`config.mk`:
```
export PLATFORM = sky130hd
export DESIGN_NAME = rx_frame_sync
export DESIGN_NICKNAME = d
export VERILOG_FILES = /design/src/rtl/rx_frame_sync.sv
export SDC_FILE = /design/constraint.sdc
export NUM_CORES = 1
export LEC_CHECK = 0
export ABC_CLOCK_PERIOD_IN_PS = 12000
export CAP_MARGIN = 20
export CORE_MARGIN = 1
export CORE_UTILIZATION = 55
export DETAILED_ROUTE_END_ITERATION = 6
export PLACE_DENSITY_LB_ADDON = 0.15
export REMOVE_ABC_BUFFERS = 1
export SYNTH_ARGS = -nofsm -noshare
export SYNTH_HDL_FRONTEND = slang
export SYNTH_SLANG_ARGS = --single-unit
```
`constraint.sdc`:
```
create_clock -name clk -period 12 [get_ports clk]
set_input_delay 2.4 -clock clk [delete_from_list [all_inputs] [get_ports clk]]
set_output_delay 2.4 -clock clk [all_outputs]
set_load 0.005 [all_outputs]
```
`src/rtl/rx_frame_sync.sv`:
```
// Frame synchronizer: hunts for a sync word in a recovered bit stream, then parses
// LEN | payload | XOR checksum and queues payload bytes into a small valid/ready FIFO.
module rx_frame_sync #(
  parameter logic [15:0] SYNC_WORD   = 16'hD391,
  parameter int          SYNC_LEN    = 16,
  parameter int          MAX_BIT_ERR = 0,
  parameter int          MAX_LEN     = 32,
  parameter int          FIFO_DEPTH  = 4
) (
  input  logic       clk,
  input  logic       reset,
  input  logic       i_bit,
  input  logic       i_bit_valid,
  output logic [7:0] o_byte,
  output logic       o_byte_valid,
  input  logic       i_byte_ready,
  output logic       o_frame_start,
  output logic       o_frame_done,
  output logic       o_frame_err,
  output logic       o_locked
);

  localparam int FW = $clog2(SYNC_LEN + 1);
  localparam int AW = (FIFO_DEPTH > 1) ? $clog2(FIFO_DEPTH) : 1;
  localparam int CW = $clog2(FIFO_DEPTH + 1);

  typedef enum logic [1:0] {S_HUNT, S_LEN, S_PAYLOAD, S_CHK} state_e;

  state_e                state_q, state_d;
  logic [SYNC_LEN-1:0]   shreg_q, shreg_d;
  logic [FW-1:0]         fill_q, fill_d;
  logic [2:0]            bit_q, bit_d;
  logic [6:0]            sh7_q, sh7_d;
  logic [7:0]            len_q, len_d;
  logic [7:0]            bytes_q, bytes_d;
  logic [7:0]            chk_q, chk_d;
  logic                  start_q, start_d;
  logic                  done_q, done_d;
  logic                  err_q, err_d;

  logic [7:0]            mem_q [FIFO_DEPTH];
  logic [AW-1:0]         wptr_q, rptr_q;
  logic [CW-1:0]         cnt_q;

  logic [7:0]            byte_w;
  logic [SYNC_LEN-1:0]   shreg_nx, diff;
  logic [FW-1:0]         fill_nx;
  logic [4:0]            errs;
  logic                  match, push, pop, full;

  assign byte_w = {sh7_q, i_bit};
  assign pop    = (cnt_q != '0) && i_byte_ready;
  assign full   = (cnt_q == CW'(FIFO_DEPTH));

  // Sync match is judged on the value the register will hold after this bit.
  always_comb begin
    shreg_nx = SYNC_LEN'({shreg_q, i_bit});
    fill_nx  = (fill_q == FW'(SYNC_LEN)) ? fill_q : fill_q + FW'(1);
    diff     = shreg_nx ^ SYNC_WORD[SYNC_LEN-1:0];
    errs     = '0;
    for (int k = 0; k < SYNC_LEN; k++) errs = errs + 5'(diff[k]);
    match    = (fill_nx == FW'(SYNC_LEN)) && (errs <= 5'(MAX_BIT_ERR));
  end

  always_comb begin
    state_d = state_q;
    shreg_d = shreg_q;
    fill_d  = fill_q;
    bit_d   = bit_q;
    sh7_d   = sh7_q;
    len_d   = len_q;
    bytes_d = bytes_q;
    chk_d   = chk_q;
    start_d = 1'b0;
    done_d  = 1'b0;
    err_d   = 1'b0;
    push    = 1'b0;
    if (i_bit_valid) begin
      unique case (state_q)
        S_HUNT: begin
          shreg_d = shreg_nx;
          fill_d  = fill_nx;
          if (match) begin
            state_d = S_LEN;
            start_d = 1'b1;
            shreg_d = '0;
            fill_d  = '0;
            bit_d   = 3'd0;
          end
        end
        S_LEN: begin
          bit_d = bit_q + 3'd1;
          sh7_d = byte_w[6:0];
          if (bit_q == 3'd7) begin
            if (byte_w == 8'd0 || byte_w > 8'(MAX_LEN)) begin
              state_d = S_HUNT;
              done_d  = 1'b1;
              err_d   = 1'b1;
            end else begin
              state_d = S_PAYLOAD;
              len_d   = byte_w;
              chk_d   = byte_w;
              bytes_d = 8'd0;
            end
          end
        end
        S_PAYLOAD: begin
          bit_d = bit_q + 3'd1;
          sh7_d = byte_w[6:0];
          if (bit_q == 3'd7) begin
            // A same-cycle pop frees the slot, so only a stalled full FIFO overflows.
            if (full && !pop) begin
              state_d = S_HUNT;
              done_d  = 1'b1;
              err_d   = 1'b1;
            end else begin
              push    = 1'b1;
              chk_d   = chk_q ^ byte_w;
              bytes_d = bytes_q + 8'd1;
              if (bytes_q + 8'd1 == len_q) state_d = S_CHK;
            end
          end
        end
        S_CHK: begin
          bit_d = bit_q + 3'd1;
          sh7_d = byte_w[6:0];
          if (bit_q == 3'd7) begin
            state_d = S_HUNT;
            done_d  = 1'b1;
            err_d   = (byte_w != chk_q);
          end
        end
        default: state_d = S_HUNT;
      endcase
    end
  end

  always_ff @(posedge clk or posedge reset) begin
    if (reset) begin
      state_q <= S_HUNT;
      shreg_q <= '0;
      fill_q  <= '0;
      bit_q   <= '0;
      sh7_q   <= '0;
      len_q   <= '0;
      bytes_q <= '0;
      chk_q   <= '0;
      start_q <= 1'b0;
      done_q  <= 1'b0;
      err_q   <= 1'b0;
    end else begin
      state_q <= state_d;
      shreg_q <= shreg_d;
      fill_q  <= fill_d;
      bit_q   <= bit_d;
      sh7_q   <= sh7_d;
      len_q   <= len_d;
      bytes_q <= bytes_d;
      chk_q   <= chk_d;
      start_q <= start_d;
      done_q  <= done_d;
      err_q   <= err_d;
    end
  end

  always_ff @(posedge clk or posedge reset) begin
    if (reset) begin
      for (int i = 0; i < FIFO_DEPTH; i++) mem_q[i] <= '0;
      wptr_q <= '0;
      rptr_q <= '0;
      cnt_q  <= '0;
    end else begin
      if (push) begin
        mem_q[wptr_q] <= byte_w;
        wptr_q        <= wptr_q + AW'(1);
      end
      if (pop) rptr_q <= rptr_q + AW'(1);
      unique case ({push, pop})
        2'b10:   cnt_q <= cnt_q + CW'(1);
        2'b01:   cnt_q <= cnt_q - CW'(1);
        default: cnt_q <= cnt_q;
      endcase
    end
  end

  assign o_byte        = mem_q[rptr_q];
  assign o_byte_valid  = (cnt_q != '0);
  assign o_frame_start = start_q;
  assign o_frame_done  = done_q;
  assign o_frame_err   = err_q;
  assign o_locked      = (state_q != S_HUNT);

endmodule

```
==> reports/metrics.json, run 1 <==
{
  "status": {"value": "finished, final reports clean"},
  "p_total": {"value": 0.001222, "unit": "W"},
  "kind_of_cell_with_the_highest_combined_delay_on_the_critical_path": {"value": "adder cells"},
  "insertedDiodeCount": {"value": 0},
  "setup-violations-final": {"value": 0},
  "worst_path_largest_cell_delay": {"value": 0.81, "unit": "ns"},
  "critPathCaptureType": {"value": "register"},
  "chipHeight": {"value": 99.27, "unit": "um"},
  "initial_core_util": {"value": 56.59, "unit": "%"},
  "worst_pin_slew": {"value": 0.9067, "unit": "ns"},
  "cts.sinks": {"value": 98},
  "post_cts_buffers": {"value": 0},
  "worst_r2r_path_depth": {"value": 13},
  "power_switching_share": {"value": 41.10, "unit": "%"},
  "number_of_distinct_standard_cells_referenced_by_the_synthesized_netlist": {"value": 51},
  "drive_gt1_share": {"value": 16.81, "unit": "%"},
  "total_die_area": {"value": 9855, "unit": "um2"},
  "finalWirelength": {"value": 9309, "unit": "um"},
  "remaining_drc_errors": {"value": 0},
  "drt_first_pass_iters": {"value": 4},
  "async_flop_share": {"value": 100.0, "unit": "%"},
  "largest_net_degree_at_the_start_of_global_routing": {"value": 58},
  "power.density_cell_area": {"value": 218.8, "unit": "nW/um2"},
  "cts_max_level": {"value": 3},
  "antenna_violations_before_repair": {"value": 0},
  "worst_path_max_delay_cell": {"value": "sky130_fd_sc_hd__clkdlybuf4s50_1"},
  "critPathMaxFanout": {"value": 17},
  "postSynthCellCount": {"value": 469},
  "synth_seq_area_share": {"value": 47.13, "unit": "%"},
  "setup_total_negative_slack": {"value": 0, "unit": "ns"},
  "reg2reg_from": {"value": "shreg_q[0]"},
  "min_path_cells": {"value": 1},
  "final_cells": {"value": 587},
  "core-area": {"value": 9196, "unit": "um2"},
  "place.detailed.hpwl": {"value": 6385, "unit": "um"},
  "share_seq_of_total_power": {"value": 39.6, "unit": "%"},
  "critical_path.cell_chain": {"value": "clkdlybuf4s50_1 -> fa_1 -> fa_1 -> inv_1 -> ha_1 -> fa_1 -> or4_1 -> nor2_1 -> o21ai_0 -> nor3_2 -> o21ai_0"},
  "dp.cells": {"value": 571},
  "synth_mux_area_share": {"value": 14.16, "unit": "%"},
  "final.min_clock_period": {"value": 6.312, "unit": "ns"},
  "amount_of_wire_on_met2_after_detailed_routing": {"value": 4519, "unit": "um"},
  "finalHoldViolations": {"value": 0},
  "clock_skew": {"value": 0.01548, "unit": "ns"},
  "areaGrowthSynthToFinish": {"value": 7.285, "unit": "%"},
  "final_core_util": {"value": 60.71, "unit": "%"},
  "drt-wirelength-per-cell": {"value": 15.86, "unit": "um"},
  "regToRegSetupSlack": {"value": 7.08, "unit": "ns"},
  "final_nets": {"value": 502},
  "post_drt_antenna_nets": {"value": 0},
  "cts_hold_buf": {"value": 0},
  "path_class": {"value": "in -> reg"},
  "ctsLongestPathBuffers": {"value": 2},
  "netlist_top_cells_area": {"value": "sky130_fd_sc_hd__dfrtp_1, sky130_fd_sc_hd__mux2_2, sky130_fd_sc_hd__fa_1"},
  "synth_warnings": {"value": 0},
  "static-leakage-power": {"value": 2.675, "unit": "nW"},
  "tritoncts": {"value": "built"},
  "yosys.area_share.xor_xnor": {"value": 4.208, "unit": "%"},
  "drtIter0Drc": {"value": 154},
  "gp_congestion": {"value": 0.7924},
  "wire_length_of_the_first_global_routing_pass": {"value": 16310, "unit": "um"},
  "drt-vias-per-instance": {"value": 5.813},
  "clock_buffers_created_by_tritoncts": {"value": 9},
  "timing.rr.end": {"value": "fill_q[4]"},
  "groute.usage.overall": {"value": 21.24, "unit": "%"},
  "fin_crit_sh": {"value": 52.60, "unit": "%"},
  "dieWidth": {"value": 99.27, "unit": "um"},
  "hold_start": {"value": "mem_q[9]"},
  "flops_latches_synth": {"value": 98},
  "globalRouteOverflowTotal": {"value": 0},
  "hold_path_end": {"value": "mem_q[9]"},
  "syn_avg_cell_area": {"value": 11.10, "unit": "um2"},
  "cp.arrival": {"value": 6.52, "unit": "ns"},
  "max-slew-margin-rel": {"value": 39.22, "unit": "%"},
  "clock_latency": {"value": 0.37, "unit": "ns"},
  "post_cts_resize_count": {"value": 0},
  "routed.top_layer": {"value": "met4"},
  "drt-met1-wl": {"value": 4478, "unit": "um"},
  "numPortBuffers": {"value": 17},
  "edff_count_synth": {"value": 0},
  "grt_setup_unrepaired": {"value": "false"},
  "achievable-frequency": {"value": 0.1584, "unit": "GHz"},
  "crit_path_frequent_cell": {"value": "sky130_fd_sc_hd__fa_1"},
  "min_path_type": {"value": "reg -> reg"},
  "root_buffer": {"value": "sky130_fd_sc_hd__clkbuf_8"},
  "total_switching_power": {"value": 0.0005021, "unit": "W"},
  "p_comb_share": {"value": 44.0, "unit": "%"},
  "final-max-slew-violation-count": {"value": 0},
  "synth_top_cell_by_area": {"value": "sky130_fd_sc_hd__dfrtp_1"},
  "layout_fillers": {"value": 754},
  "critPathBufInv": {"value": 2},
  "post_synth_fa_ha_maj_area_fraction": {"value": 7.838, "unit": "%"},
  "synth_compound_area_share": {"value": 8.728, "unit": "%"},
  "grt_pass1_vias": {"value": 3371},
  "number_of_core_rows": {"value": 35},
  "met3_length": {"value": 186, "unit": "um"},
  "yosysTopAreaCellShare": {"value": 47.13, "unit": "%"},
  "cp_data_required_time": {"value": 12.21, "unit": "ns"},
  "num_vias": {"value": 3412},
  "cap_viol_max_count": {"value": 0},
  "yosys.area_share.simple": {"value": 12.72, "unit": "%"},
  "ir_drop": {"value": 0.1816, "unit": "mV"},
  "internal_power_component": {"value": 0.0007195, "unit": "W"},
  "design.portCount": {"value": 18},
  "synth-main-ff-cell": {"value": "sky130_fd_sc_hd__dfrtp_1"},
  "combinational_family_with_the_most_area_after_synthesis": {"value": "multiplexers"},
  "netlist_area_before_placement": {"value": 5204, "unit": "um2"},
  "clk_pin_slew": {"value": 0.10, "unit": "ns"},
  "p_clk_share": {"value": 16.3, "unit": "%"},
  "worst_setup_path_start_kind": {"value": "input pin"}
}
[power groups by stage]
stage                     clock network [W]  logic (W)  registers [W]
after global routing               0.000220   0.000653       0.000497
after global placement                    0   0.000526       0.000488
final                              0.000199   0.000538       0.000484
after detailed placement                  0   0.000548       0.000491
after CTS                          0.000206   0.000553       0.000484
after floorplan                           0   0.000431       0.000462
[kinds of logic after synthesis]
group	Yosys count
AOI/OAI and AO/OA	70
muxes	58
adders and majority gates	26
xor gates and xnor gates	25
DFF	98
and+or+nand+nor	126
buffers and inverters	66
[cells in the mapped netlist (all sizes together) (3+ instances only)]
library cell  instances
mux4                  8
nand2b                3
xor2                  7
o21ai                19
o22ai                10
nor3                 11
nor2                 16
ha                   15
nor2b                 4
mux2                 45
buf                   8
inv                  38
a211o                 5
mux2i                 5
nand2                40
nand4                 5
xnor2                18
dfrtp                98
a21oi                13
clkbuf               20
and3                 13
a211oi                8
fa                   11
nand3                13
or3                   4
and2                  6
[final cells by class]
cell class	instances	area (um2)	area share, %
Multi-Input combinational cell	305	2480	44.42
Sequential cell	98	2452	43.93
Timing Repair Buffer	19	185.2	3.317
Inverter	38	145.1	2.600
Tap cell	111	138.9	2.488
Clock buffer	9	123.9	2.219
Clock inverter	7	57.56	1.031
[cells in the final DEF (no fill, tap or decap), types with 3 or more instances in the layout]
master,Yosys,layout
sky130_fd_sc_hd__nor3_1,10,10
sky130_fd_sc_hd__mux4_2,8,8
sky130_fd_sc_hd__o22ai_1,10,10
sky130_fd_sc_hd__mux2i_1,5,5
sky130_fd_sc_hd__nand4_1,5,5
sky130_fd_sc_hd__and2_1,5,5
sky130_fd_sc_hd__xor2_1,7,7
sky130_fd_sc_hd__ha_1,15,15
sky130_fd_sc_hd__o21ai_0,18,18
sky130_fd_sc_hd__a21oi_1,13,13
sky130_fd_sc_hd__and3_1,13,13
sky130_fd_sc_hd__clkbuf_8,0,9
sky130_fd_sc_hd__clkdlybuf4s50_1,0,17
sky130_fd_sc_hd__nor2b_1,4,4
sky130_fd_sc_hd__a211oi_1,8,8
sky130_fd_sc_hd__nand2_1,36,36
sky130_fd_sc_hd__fa_1,11,11
sky130_fd_sc_hd__nor2_1,16,16
sky130_fd_sc_hd__nand3_1,13,13
sky130_fd_sc_hd__xnor2_1,18,18
sky130_fd_sc_hd__nand2_2,4,4
sky130_fd_sc_hd__nand2b_1,3,3
sky130_fd_sc_hd__inv_6,0,3
sky130_fd_sc_hd__a211o_1,5,5
sky130_fd_sc_hd__inv_1,38,37
sky130_fd_sc_hd__or3_1,4,4
sky130_fd_sc_hd__dfrtp_1,98,98
sky130_fd_sc_hd__mux2_2,45,45
[worst max path at each step]
stage / startpoint / depth (start not counted) / end
after floorplan: i_bit / 10 / shreg_q[10]
after global placement: i_bit / 11 / shreg_q[3]
after detailed placement: i_bit / 11 / shreg_q[8]
after CTS: i_bit / 11 / fill_q[4]
after global routing: i_bit / 11 / shreg_q[2]
final: i_bit / 11 / fill_q[4]
[through the flow]
stage / setup slack, ns / hold WS, ns / area, um2
6_report: 5.688 / 0.5102 / 5583
5_1_grt: 5.318 / 0.5275 / 5583
4_1_cts: 5.606 / 0.5148 / 5583
3_5_place_dp: 5.218 / 0.4901 / 5401
3_3_place_gp: 5.324 / 0.4823 / 5401
2_1_floorplan: 6.480 / 0.4617 / 5075
[sequential cells by signal, indices dropped and copies added (netlist names)]
signal,flops
chk_q,8
o_frame_done,1
sh7_q,7
state_q,2
wptr_q,2
cnt_q,3
bytes_q,8
bit_q,3
fill_q,5
mem_q,32
o_frame_start,1
shreg_q,15
len_q,8
o_frame_err,1
rptr_q,2
[per-layer routing]
layer | vias up | track usage (%)
met4 | 0 | 7.466
met1 | 1732 | 29.93
li1 | 1639 | -
met5 | - | 0
met3 | 10 | 2.741
met2 | 31 | 34.24
(Power assumes the default switching activity.)
==> run 2, diff against run 1 <==
--- a/config.mk
+++ b/config.mk
@@ -5,7 +5,7 @@
 export SDC_FILE = /design/constraint.sdc
 export NUM_CORES = 1
 export LEC_CHECK = 0
-export ABC_CLOCK_PERIOD_IN_PS = 12000
+export ABC_CLOCK_PERIOD_IN_PS = 6500
 export CAP_MARGIN = 20
 export CORE_MARGIN = 1
 export CORE_UTILIZATION = 55
==> constraint.sdc (replaced) <==
create_clock -name clk -period 6.5 [get_ports clk]
set_input_delay 1.3 -clock clk [delete_from_list [all_inputs] [get_ports clk]]
set_output_delay 1.3 -clock clk [all_outputs]
set_load 0.005 [all_outputs]
==> reports/metrics.json, run 2 (same netlist as run 1, synthesis figures left out) <==
{
  "status": {"value": "finished, final reports clean"},
  "post_cts_resize_count": {"value": 0, "change": "unchanged"},
  "reg2reg_from": {"value": "shreg_q[0]"},
  "grt_setup_unrepaired": {"value": "false"},
  "areaGrowthSynthToFinish": {"value": 8.247, "unit": "%"},
  "antenna_violations_before_repair": {"value": 0, "change": "unchanged"},
  "achievable-frequency": {"value": 0.2132, "unit": "GHz"},
  "design.portCount": {"value": 18, "change": "unchanged"},
  "fin_crit_sh": {"value": 72.17, "unit": "%"},
  "number_of_core_rows": {"value": 35, "change": "unchanged"},
  "critical_path.cell_chain": {"value": "clkdlybuf4s50_1 -> buf_4 -> fa_1 -> fa_1 -> inv_1 -> ha_1 -> fa_1 -> or4_1 -> nor2_1 -> o21ai_0 -> nor4_1 -> a221o_1"},
  "num_vias": {"value": 3411, "change": "-0.029%"},
  "path_class": {"value": "in -> reg"},
  "final_nets": {"value": 504, "change": "+0.40%"},
  "drt_first_pass_iters": {"value": 4, "change": "unchanged"},
  "place.detailed.hpwl": {"value": 6598, "unit": "um", "change": "+3.3%"},
  "cts.sinks": {"value": 98, "change": "unchanged"},
  "final-max-slew-violation-count": {"value": 0, "change": "unchanged"},
  "finalWirelength": {"value": 9539, "unit": "um", "change": "+2.5%"},
  "static-leakage-power": {"value": 2.699, "unit": "nW", "change": "+0.92%"},
  "setup-violations-final": {"value": 0, "change": "unchanged"},
  "worst_path_largest_cell_delay": {"value": 0.52, "unit": "ns", "change": "-0.29 ns"},
  "cp_data_required_time": {"value": 6.79, "unit": "ns", "change": "-5.42 ns"},
  "wire_length_of_the_first_global_routing_pass": {"value": 16500, "unit": "um", "change": "+1.2%"},
  "clock_skew": {"value": 0.01464, "unit": "ns", "change": "-0.0008410 ns"},
  "timing.rr.end": {"value": "state_q[0]"},
  "ir_drop": {"value": 0.3868, "unit": "mV", "change": "+110%"},
  "largest_register_ff_count": {"value": 32, "change": "unchanged"},
  "dieWidth": {"value": 99.27, "unit": "um", "change": "unchanged"},
  "globalRouteOverflowTotal": {"value": 0, "change": "unchanged"},
  "largest_net_degree_at_the_start_of_global_routing": {"value": 60, "change": "+3.4%"},
  "regToRegSetupSlack": {"value": 1.86, "unit": "ns", "change": "-5.22 ns"},
  "remaining_drc_errors": {"value": 0, "change": "unchanged"},
  "max-slew-margin-rel": {"value": 43.21, "unit": "%", "change": "+4.0 points"},
  "regMostFlops": {"value": "mem_q"},
  "core-area": {"value": 9196, "unit": "um2", "change": "unchanged"},
  "power.density_cell_area": {"value": 409.9, "unit": "nW/um2", "change": "+87%"},
  "drt-vias-per-instance": {"value": 5.791, "change": "-0.37%"},
  "initial_core_util": {"value": 56.59, "unit": "%", "change": "unchanged"},
  "clock_latency": {"value": 0.36, "unit": "ns", "change": "about the same"},
  "timing.critical_path.from": {"value": "i_bit"},
  "dp.cells": {"value": 573, "change": "+0.35%"},
  "grt_pass1_vias": {"value": 3446, "change": "+2.2%"},
  "critPathCaptureType": {"value": "register"},
  "worst_r2r_path_depth": {"value": 13, "change": "unchanged"},
  "mostFrequentLayoutCells": {"value": "sky130_fd_sc_hd__dfrtp_1, sky130_fd_sc_hd__mux2_2, sky130_fd_sc_hd__inv_1, sky130_fd_sc_hd__nand2_1"},
  "cts_hold_buf": {"value": 0, "change": "unchanged"},
  "cts_max_level": {"value": 3, "change": "unchanged"},
  "layout.cells.most_common": {"value": "sky130_fd_sc_hd__dfrtp_1"},
  "clock_buffers_created_by_tritoncts": {"value": 9, "change": "unchanged"},
  "worst_pin_slew": {"value": 0.8518, "unit": "ns", "change": "-0.05493 ns"},
  "crit_path_frequent_cell": {"value": "sky130_fd_sc_hd__fa_1"},
  "clk_pin_slew": {"value": 0.09, "unit": "ns", "change": "about the same"},
  "numPortBuffers": {"value": 17, "change": "unchanged"},
  "timing.critical_path.to": {"value": "state_q[0]"},
  "setup_total_negative_slack": {"value": 0, "unit": "ns", "change": "unchanged"},
  "final.min_clock_period": {"value": 4.691, "unit": "ns"},
  "finalHoldViolations": {"value": 0, "change": "unchanged"},
  "final_cells": {"value": 589, "change": "+0.34%"},
  "cap_viol_max_count": {"value": 0, "change": "unchanged"},
  "chipHeight": {"value": 99.27, "unit": "um", "change": "unchanged"},
  "min_path_type": {"value": "reg -> reg"},
  "ctsLongestPathBuffers": {"value": 2, "change": "unchanged"},
  "insertedDiodeCount": {"value": 0, "change": "unchanged"},
  "root_buffer": {"value": "sky130_fd_sc_hd__clkbuf_8"},
  "drtIter0Drc": {"value": 153, "change": "-0.65%"},
  "drive_gt1_share": {"value": 16.95, "unit": "%", "change": "+0.14 points"},
  "worst_path_max_delay_cell": {"value": "sky130_fd_sc_hd__or4_1"},
  "top_regs": {"value": "mem_q (32), shreg_q (15)"},
  "post_cts_buffers": {"value": 0, "change": "unchanged"},
  "drt-wirelength-per-cell": {"value": 16.20, "unit": "um", "change": "+2.1%"},
  "groute.usage.overall": {"value": 21.32, "unit": "%", "change": "+0.079 points"},
  "worst_setup_path_start_kind": {"value": "input pin"},
  "tritoncts": {"value": "built"},
  "gp_congestion": {"value": 0.7858, "change": "-0.83%"},
  "total_die_area": {"value": 9855, "unit": "um2", "change": "unchanged"},
  "critPathMaxFanout": {"value": 12, "change": "-5"},
  "cp.arrival": {"value": 4.99, "unit": "ns", "change": "-1.53 ns"},
  "post_drt_antenna_nets": {"value": 0, "change": "unchanged"}
}
-- run 2: cell types whose count changed in the layout (fill, tap and decap cells not counted), sizes merged --
| cell | delta |
|---|---|
| clkbuf | +1 |
| buf | +2 |
| inv | -3 |
| bufinv | +2 |
-- run 2: stage by stage --
| stage | utilization (%) | area [um2] | power (W) | worst slack, ns | hold slack (ns) |
|---|---|---|---|---|---|
| after detailed placement | 58.90 | 5416 | 0.001918 | 1.424 | 0.4895 |
| after CTS | 61.25 | 5633 | 0.002340 | 1.795 | 0.5124 |
| after floorplan | - | 5075 | 0.001648 | 1.943 | 0.4617 |
| after global placement | 58.90 | 5416 | 0.001877 | 1.504 | 0.4819 |
| final | 61.25 | 5633 | 0.002309 | 1.809 | 0.5096 |
| after global routing | 61.25 | 5633 | 0.002552 | 1.559 | 0.5254 |
-- run 2: final cells by class --
cell class	instances	area, um2
Tap cell	111	138.9
Clock buffer	10	127.6
Fill cell	743	3563
Sequential cell	98	2452
Clock inverter	6	88.84
Inverter	38	145.1
Timing Repair Buffer	21	200.2
Multi-Input combinational cell	305	2480
-- run 2: power breakdown --
group          total (W)  switching (W)  internal (W)
sequential      0.000891       0.000168      0.000723
combinational   0.000987       0.000528      0.000459
clock           0.000431       0.000213      0.000218
-- run 2: worst min path at each step --
stage / start / cells past startpoint / slack (ns) / endpoint
after floorplan: cnt_q[2] / 1 / 0.46 / cnt_q[2]
after global placement: mem_q[16] / 1 / 0.48 / mem_q[16]
after detailed placement: mem_q[30] / 1 / 0.49 / mem_q[30]
after CTS: mem_q[12] / 1 / 0.51 / mem_q[12]
after global routing: mem_q[11] / 1 / 0.53 / mem_q[11]
final: mem_q[28] / 1 / 0.51 / mem_q[28]
-- run 2: critical path: cells and delay by family --
| kind | cells | cell delay [ns] |
|---|---|---|
| AO/OA/AOI/OAI | 2 | 0.33 |
| buffers and inverters | 3 | 0.62 |
| adder cells (fa/ha/maj) | 4 | 1.61 |
| AND/OR/NAND/NOR | 3 | 1.12 |
-- run 2: metal layers --
metal,share of wire (%),global-route usage (%)
met1,47,28.65
met2,49,35.90
met3,1.9,2.670
met4,1.8,7.692
met5,0,0
